<file path="src/rtl/riscv_pkg.sv">
// riscv_pkg: shared register-file widths and the clear/run state type
package riscv_pkg;
  localparam int XLEN_DFLT = 32;
  localparam int NREGS_DFLT = 32;

  typedef enum logic {CLEAR, RUN} rf_state_e;

  function automatic int reg_aw(input int nregs);
    return $clog2(nregs);
  endfunction
endpackage

</file>
<file path="src/rtl/riscv_regfile_scoreboard.sv">
// riscv_regfile_scoreboard: per-register pending-write busy bits with post-update query ports
module riscv_regfile_scoreboard
  import riscv_pkg::*;
#(
  parameter int NREGS = NREGS_DFLT,
  parameter int NRP = 2,
  localparam int AW = reg_aw(NREGS)
) (
  input  logic            clk,
  input  logic            rst,
  input  logic            set,
  input  logic [AW-1:0]   set_addr,
  input  logic            clr,
  input  logic [AW-1:0]   clr_addr,
  input  logic [NRP*AW-1:0] qaddr,
  output logic [NRP-1:0]  qbusy,
  output logic            set_ok
);
  logic [NREGS-1:0] busy, nxt;

  // a reservation beats a same-cycle completion; x0 can never be busy
  always_comb begin
    nxt = busy;
    if (clr) nxt[clr_addr] = 1'b0;
    if (set) nxt[set_addr] = 1'b1;
    nxt[0] = 1'b0;
  end

  // busy state, cleared immediately on reset
  always_ff @(posedge clk or posedge rst)
    if (rst) busy <= '0;
    else busy <= nxt;

  // queries see the post-update value so same-cycle events are reflected
  for (genvar i = 0; i < NRP; i++) begin : g_q
    assign qbusy[i] = nxt[qaddr[i*AW +: AW]];
  end

  assign set_ok = !busy[set_addr];
endmodule

</file>
<file path="src/rtl/riscv_regfile_mp.sv">
// riscv_regfile_mp: multi-read-port register file with post-reset clear, bypass and busy scoreboard
module riscv_regfile_mp
  import riscv_pkg::*;
#(
  parameter int XLEN = XLEN_DFLT,
  parameter int NREGS = NREGS_DFLT,
  parameter int NRP = 2,
  parameter int BYPASS = 1,
  localparam int AW = reg_aw(NREGS)
) (
  input  logic              clk,
  input  logic              rst,
  output logic              ready,
  input  logic              cs,
  input  logic [NRP*AW-1:0] raddr,
  output logic [NRP*XLEN-1:0] rdata,
  output logic [NRP-1:0]    rbusy,
  input  logic              wen,
  input  logic [AW-1:0]     waddr,
  input  logic [XLEN-1:0]   wdata,
  input  logic              rsv,
  input  logic [AW-1:0]     rsv_addr,
  output logic              rsv_ok
);
  rf_state_e state, state_nxt;
  logic [AW-1:0] cnt;
  logic run;
  logic [NRP-1:0] qbusy;
  logic [XLEN-1:0] mem [NREGS];

  // state register and clear counter, which saturates at the last index
  always_ff @(posedge clk or posedge rst)
    if (rst) begin
      state <= CLEAR;
      cnt <= '0;
    end else begin
      state <= state_nxt;
      cnt <= (state == CLEAR && cnt != AW'(NREGS - 1)) ? cnt + 1'b1 : cnt;
    end

  // leave CLEAR once the last register has been zeroed
  always_comb state_nxt = (state == CLEAR && cnt == AW'(NREGS - 1)) ? RUN : state;

  // run enables all external activity and signals readiness
  always_comb begin
    run = state == RUN;
    ready = run;
  end

  // storage: zero one entry per cycle in CLEAR, otherwise the single write port
  always_ff @(posedge clk)
    if (!run) mem[cnt] <= '0;
    else if (wen && waddr != '0) mem[waddr] <= wdata;

  riscv_regfile_scoreboard #(.NREGS(NREGS), .NRP(NRP)) u_sb (
    .clk(clk),
    .rst(rst),
    .set(run && rsv),
    .set_addr(rsv_addr),
    .clr(run && wen),
    .clr_addr(waddr),
    .qaddr(raddr),
    .qbusy(qbusy),
    .set_ok(rsv_ok)
  );

  for (genvar i = 0; i < NRP; i++) begin : g_rd
    logic [AW-1:0] a;
    logic [XLEN-1:0] rd;
    logic bz;
    assign a = raddr[i*AW +: AW];
    // registered read with optional same-cycle write forwarding
    always_ff @(posedge clk or posedge rst)
      if (rst) begin
        rd <= '0;
        bz <= 1'b0;
      end else if (run && cs) begin
        rd <= a == '0 ? '0 : (BYPASS != 0 && wen && a == waddr) ? wdata : mem[a];
        bz <= qbusy[i];
      end
    assign rdata[i*XLEN +: XLEN] = rd;
    assign rbusy[i] = bz;
  end
endmodule
</file>
<file path="config.mk">
export PLATFORM = sky130hd
export DESIGN_NAME = riscv_regfile_mp
export DESIGN_NICKNAME = d
export VERILOG_FILES = /design/src/rtl/riscv_pkg.sv /design/src/rtl/riscv_regfile_scoreboard.sv /design/src/rtl/riscv_regfile_mp.sv
export SDC_FILE = /design/constraint.sdc
export NUM_CORES = 2
export LEC_CHECK = 0
export BUFFER_PORTS_ARGS = -buffer_cell sky130_fd_sc_hd__buf_2
export CAP_MARGIN = 30
export CORE_AREA = 2 2 308 310
export CTS_BUF_LIST = sky130_fd_sc_hd__clkbuf_4
export DETAILED_ROUTE_END_ITERATION = 12
export DIE_AREA = 0 0 310 312
export PLACE_DENSITY = 0.82
export SLEW_MARGIN = 15
export SYNTH_ARGS = -nofsm -noshare
export SYNTH_HDL_FRONTEND = slang
export SYNTH_SLANG_ARGS = --single-unit
</file>
<file path="constraint.sdc">
create_clock -name clk -period 4.42 [get_ports clk]
set_input_delay 0.442 -clock clk [delete_from_list [all_inputs] [get_ports clk]]
set_output_delay 0.442 -clock clk [all_outputs]
set_load 0.02 [all_outputs]
</file>
### Word level (Yosys, flattened, before mapping)

Memories as Yosys holds them, arrays and structs flattened.
Cells that the tools add are included.

* word-level logic and storage cells: 61
* memories kept: 1
* output and inout port bits: 68
* memory bits (writable): 1024
* register bits: 103

* eq/ne operators: 4
* bitwise logic cells: 4
* reduce and logical (&&, ||, !) cells: 15
* mux-type cells: 23
* magnitude comparators: 6
* add/subtract/negate cells: 1

Memories
* mem: words 32, width 32, rd ports 2, clocked after Yosys merged registers in 0, write ports 1, RTL line riscv_regfile_mp.sv:29 `logic [XLEN-1:0] mem [NREGS];`

Operators with widths (count)
* $mux 32: 7
* $and 32x32->32: 1
* $not 32->32: 1
* $or 32x32->32: 1
* $reduce_or 32->1: 1
* $lt 5x6->1 const B: 4
* $bmux 1 s5: 3
* $demux 1 s5: 2
* $eq 5x5->1: 2
* $ge 5x1->1 const B: 2
* $logic_and 1x1->1: 10
* $logic_not 5->1: 2
* $mux 1: 10
* $add 5x1->5 const B: 1
* $eq 5x5->1 const B: 1
* $mux 5: 1
* $ne 5x5->1 const B: 1
* $reduce_bool 5->1: 1
* $logic_not 1->1: 1
* $not 1->1: 1

### Depth between registers and ports, before layout

* word-level depth: 11
* mapped depth: 10
* gate-level depth less buffers: 7

### Cells and area by module

Synthesis repeated with hierarchy kept, for this count alone.

* cell total of the unflattened synthesis: 3081
* area, all modules: 53548.9 um2

By module, submodules not included
* riscv_regfile_mp: area an instance 51031.4 um2, seq. area each 32551.2 um2, times used 1, cells each 2790
* riscv_regfile_scoreboard: area an instance 2517.4 um2, seq. area each 775.7 um2, times used 1, cells each 291

### Least setup slack after synthesis

OpenSTA, ideal clock, no wires.

* kind: input to register
* from: input port waddr[2]
* to: memory mem[27][0] (netlist name) (enable)
* path buffers: 2
* path slack: 0.656 ns
* required time: 3.999 ns
* stages on the path: 7
* data arrival time: 3.343 ns
* setup time: 0.421 ns
* path through: or3_1 -> o311a_1 -> clkbuf_1 -> mux2i_1 -> or2_2 -> clkbuf_1 -> nor2_1

* cells in the longest elaborated chain, start to end: 7

Ends and longest elaborated chain
* from (decl): RTL line riscv_regfile_mp.sv:19 `input logic [AW-1:0] waddr,`
* $reduce_bool 5->1: RTL line riscv_regfile_mp.sv:53 `else if (wen && waddr != '0) mem[waddr] <= wdata;`
* $logic_and 1x1->1: RTL line riscv_regfile_mp.sv:53
* $mux 1: RTL line riscv_regfile_mp.sv:53
* $mux 1: RTL line riscv_regfile_mp.sv:52 `if (!run) mem[cnt] <= '0;`
* $mux 1 (not written as such): RTL line riscv_regfile_mp.sv:53
* $reduce_or 32->1 (no source line)
* $mux 5 (no source line) or $mux 1 (tied branches)
* to (decl): RTL line riscv_regfile_mp.sv:29

Parallel ways exist; a longest one is shown, timed or not.

### Final worst setup path

* from: register state (netlist: ready)
* to: memory mem[4][5] (netlist name) (enable)

* cells in the longest elaborated chain, start to end: 4

Ends and longest elaborated chain
* from (decl): RTL line riscv_regfile_mp.sv:25 `rf_state_e state, state_nxt;`
* from (signal assigned): RTL line riscv_regfile_mp.sv:37 `state <= state_nxt;`
* $mux 1: RTL line riscv_regfile_mp.sv:52
* $mux 1 (not written as such): RTL line riscv_regfile_mp.sv:53
* $reduce_or 32->1 (no source line)
* $mux 5 (no source line) or $mux 1 (tied branches)

Parallel ways exist; a longest one is shown, timed or not.

==> impl_metrics.xml <==
<?xml version="1.0" encoding="UTF-8"?>
<metrics>
  <group name="timing">
    <metric name="tns" unit="ns">0</metric>
    <metric name="tightestPinTransition" unit="ns">1.04</metric>
    <metric name="post-route-worst-setup-slack" unit="ns">0.809</metric>
    <metric name="period_minus_slack" unit="ns">3.61</metric>
    <metric name="maxSlewViolCount" unit="">0</metric>
    <metric name="final_setup_skew" unit="ns">0.127</metric>
    <metric name="grt_setup_unrepaired" unit="">false</metric>
    <metric name="post-route-period-util" unit="%">81.7</metric>
    <metric name="relSlewSlack" unit="%">30.8</metric>
    <metric name="timing_hold_violations_final" unit="">0</metric>
    <metric name="max_clock_freq" unit="GHz">0.277</metric>
    <metric name="setup_violations" unit="">0</metric>
  </group>
  <group name="global_route">
    <metric name="maximum_number_of_pins_on_one_net_before_global_route_repair" unit="">103</metric>
    <metric name="antenna_found_initial" unit="">5</metric>
    <metric name="grt_util_all_layers" unit="%">30.7</metric>
    <metric name="grt_pass1_vias" unit="">33300</metric>
    <metric name="global_route_wire_length_before_repair" unit="um">213000</metric>
    <metric name="grt_overflow_total" unit="">0</metric>
  </group>
  <group name="outcome">
    <metric name="run_status" unit="">finished, final reports clean</metric>
  </group>
  <group name="logic_synthesis">
    <metric name="yosysWarnings" unit="">0</metric>
    <metric name="postSynthRegisterBits" unit="">1127</metric>
    <metric name="synth_enable_flop_cells" unit="">1024</metric>
    <metric name="synth.most_common_cell" unit="">edfxtp_1</metric>
    <metric name="ys_async_sr_fraction" unit="%">9.14</metric>
    <metric name="synth_top_cell_area_share" unit="%">58.3</metric>
    <metric name="dominant_cells_by_area_after_synthesis" unit="">edfxtp_1 (58%), mux4_2 (28%), dfrtp_1 (4.9%)</metric>
    <metric name="yosysTopAreaCell" unit="">edfxtp_1</metric>
    <metric name="avgSynthCellArea" unit="um2">20.1</metric>
    <metric name="synthesis.instances" unit="">2630</metric>
    <metric name="synth.top_cells.by_count" unit="">edfxtp_1 (1,024), mux4_2 (649), nand2_1 (155), o21ai_1 (126), dfrtp_1 (103)</metric>
    <metric name="yosys.cell_types.count" unit="">56</metric>
    <metric name="synth_top_flop_cell" unit="">edfxtp_1</metric>
    <metric name="seq_total_area_yosys" unit="%">63.2</metric>
    <metric name="synthesized_nets" unit="">2689</metric>
    <metric name="synth_area" unit="um2">52700</metric>
  </group>
  <group name="final_layout">
    <metric name="fill_cells" unit="">6040</metric>
    <metric name="post-route-util" unit="%">64.3</metric>
    <metric name="post_route_cells_drive_above_1_share" unit="%">43.5</metric>
    <metric name="final_standard_cell_count_with_taps_included_and_fillers_excluded" unit="">4488</metric>
    <metric name="layout-area-overhead-vs-synth" unit="%">13.4</metric>
    <metric name="nNetsFinal" unit="">3102</metric>
  </group>
  <group name="critical_path">
    <metric name="worst-setup-path-type" unit="">register to register</metric>
    <metric name="ff2ff_path_depth" unit="">7</metric>
    <metric name="crit_path_max_fanout" unit="">18</metric>
    <metric name="cp.required" unit="ns">5.17</metric>
    <metric name="crit_arrival" unit="ns">4.36</metric>
    <metric name="critPathCaptureType" unit="">register</metric>
    <metric name="worst_setup_path_start_kind" unit="">register</metric>
    <metric name="critPathMostFrequentCell" unit="">buf_4</metric>
    <metric name="cp_max_delay_cell" unit="">dfrtp_1</metric>
    <metric name="max_stage_delay" unit="ns">0.73</metric>
    <metric name="path_cells" unit="">o311a_2, buf_4, nand3_1, o31ai_1, nand2_1, nor2_4, buf_4</metric>
  </group>
  <group name="min_path">
    <metric name="min_path_type" unit="">input pin to register</metric>
    <metric name="min_delay_path_depth" unit="">4</metric>
  </group>
  <group name="clock_tree">
    <metric name="cts_setup_buffers" unit="">0</metric>
    <metric name="cts_inserted_buffers" unit="">301</metric>
    <metric name="clock_latency_at_the_later_pin_of_the_worst_skew_pair" unit="ns">1.17</metric>
    <metric name="clock-sinks" unit="">1127</metric>
    <metric name="htree_num_levels" unit="">5</metric>
    <metric name="bufs_on_longest_clock_path" unit="">4</metric>
    <metric name="path_clk_slew" unit="ns">0.06</metric>
    <metric name="cts_root_buffer" unit="">clkbuf_4</metric>
    <metric name="tritoncts" unit="">yes</metric>
  </group>
  <group name="floorplan">
    <metric name="top_level_ports" unit="">125</metric>
    <metric name="die_w" unit="um">310</metric>
    <metric name="floorplan.die.height" unit="um">312</metric>
    <metric name="core_area" unit="um2">93000</metric>
    <metric name="dieArea" unit="um2">96700</metric>
    <metric name="start_util" unit="%">56.7</metric>
    <metric name="core.rowCount" unit="">112</metric>
  </group>
  <group name="power">
    <metric name="ir_drop" unit="uV">295</metric>
    <metric name="power_density" unit="nW/um2">379</metric>
    <metric name="cellLeakagePower" unit="nW">21.6</metric>
    <metric name="total_power" unit="mW">22.7</metric>
  </group>
  <group name="routing">
    <metric name="detail_route.vias_per_cell" unit="">7.01</metric>
    <metric name="drt-wirelength-per-cell" unit="um">32.3</metric>
    <metric name="postRouteWirelength" unit="um">145000</metric>
    <metric name="drt-pass1-iter-count" unit="">7</metric>
    <metric name="route.antenna.remaining_nets" unit="">0</metric>
    <metric name="vias_after_detailed_routing" unit="">31500</metric>
    <metric name="drt_first_iter_violations" unit="">4505</metric>
    <metric name="detail_route.drc_violations" unit="">0</metric>
  </group>
  <group name="placed_design">
    <metric name="dpl.cell_count" unit="">3909</metric>
    <metric name="globalplace.congestion" unit="">0.894</metric>
    <metric name="port_buffers" unit="">124</metric>
    <metric name="pre_cts_ws" unit="ns">0.711</metric>
    <metric name="detailed_place_hpwl" unit="um">88000</metric>
  </group>
  <group name="job">
    <metric name="drv_cap" unit="">0</metric>
  </group>
</metrics>
-- metrics by stage --
| step | cell area [um2] | hold WS [ns] |
|---|---|---|
| 3_3_place_gp | 55300 | 0.463 |
| 3_5_place_dp | 55300 | 0.470 |
| 2_1_floorplan | 52700 | 0.484 |
| 6_report | 59800 | 0.182 |
| 5_1_grt | 59800 | 0.0883 |
| 4_1_cts | 59500 | 0.0499 |
-- area by class of cell --
class,instances,area [um2],share of cell area (%)
Clock buffer,416,3120,5.22
Tap cell,1254,1570,2.62
Inverter,9,38.8,0.0648
Clock inverter,77,362,0.605
Timing Repair Buffer,319,2820,4.71
Sequential cell,1127,33300,55.7
Antenna cell,1,2.50,0.00418
Multi-Input combinational cell,1285,18600,31.1
-- sequential cells by signal, indices dropped and copies added, names as in the netlist --
register   flops
g_rd.rd       64
g_rd.bz        2
ready          1
mem         1024
u_sb.busy     31
cnt            5
-- worst paths after layout --
kind,startpoint,endpoint,slack (ns)
min in group asynchronous,rst,u_sb.busy[30],0.44
worst max-delay path,ready,mem[4][5],0.81
worst max register to register,ready,mem[4][5],0.81
max in group asynchronous,rst,g_rd[0].rd[30],2.87
worst min register to register,g_rd[0].rd[4],g_rd[0].rd[4],0.48
worst min-delay path,wdata[16],g_rd[1].rd[16],0.18
-- cell usage in the layout, fill, tap and decap left out, types with 10 or more instances in the layout --
cell type / netlist / routed
edfxtp_1: 1024 / 1024
mux4_2: 649 / 649
clkbuf_4: 0 / 416
nand2_1: 155 / 154
o21ai_1: 126 / 126
buf_2: 39 / 115
dfrtp_1: 103 / 103
buf_4: 27 / 85
mux2i_1: 70 / 70
o21ai_0: 66 / 65
dlygate4sd3_1: 0 / 63
clkinv_1: 2 / 56
nor2_4: 0 / 32
and2_1: 35 / 28
buf_12: 0 / 28
buf_8: 0 / 22
nor2_1: 45 / 13
nand3_1: 15 / 13
xor2_1: 10 / 10
clkinv_2: 0 / 10
-- power by group --
part | total, mW | internal (mW) | switching, mW
clock network | 8.63 | 4.44 | 4.19
registers | 11.9 | 11.8 | 0.0815
logic | 2.19 | 0.892 | 1.30
-- logic make-up (layout without fill, tap and decap cells) --
kind of cell    after synthesis  in the layout  synth area share [%]
flops                      1127           1127                  63.2
mux                         724            724                  29.2
simple gates                308            308                  2.78
compound gates              237            237                  2.45
buf+inv                     218            821                  2.14
xor+xnor                     14             14                 0.233
fa+ha+maj                     2              2                0.0474
other cells                   0              1                     0
-- critical path: cells and delay by family, from the launching register on --
family | cells | cell delay [ns]
simple gates | 3 | 1.08
compound gates | 2 | 0.80
flops | 1 | 0.73
buf+inv | 2 | 0.67
-- what timing repair did --
action / CTS / global route
gates resized for setup: 0 / 0
setup endpoints to repair: 0 / 0
hold endpoints to repair: 249 / 0
hold buffers: 63 / 0
-- metal layers --
metal	vias up	GRT usage [%]	routed length, um
li1	12300	-	-
met1	16000	41.1	48000
met2	2772	47.1	69900
met3	445	9.01	20600
met4	8	14.2	6460
met5	-	0	57
Note: power is estimated with default switching activity, not from simulation.
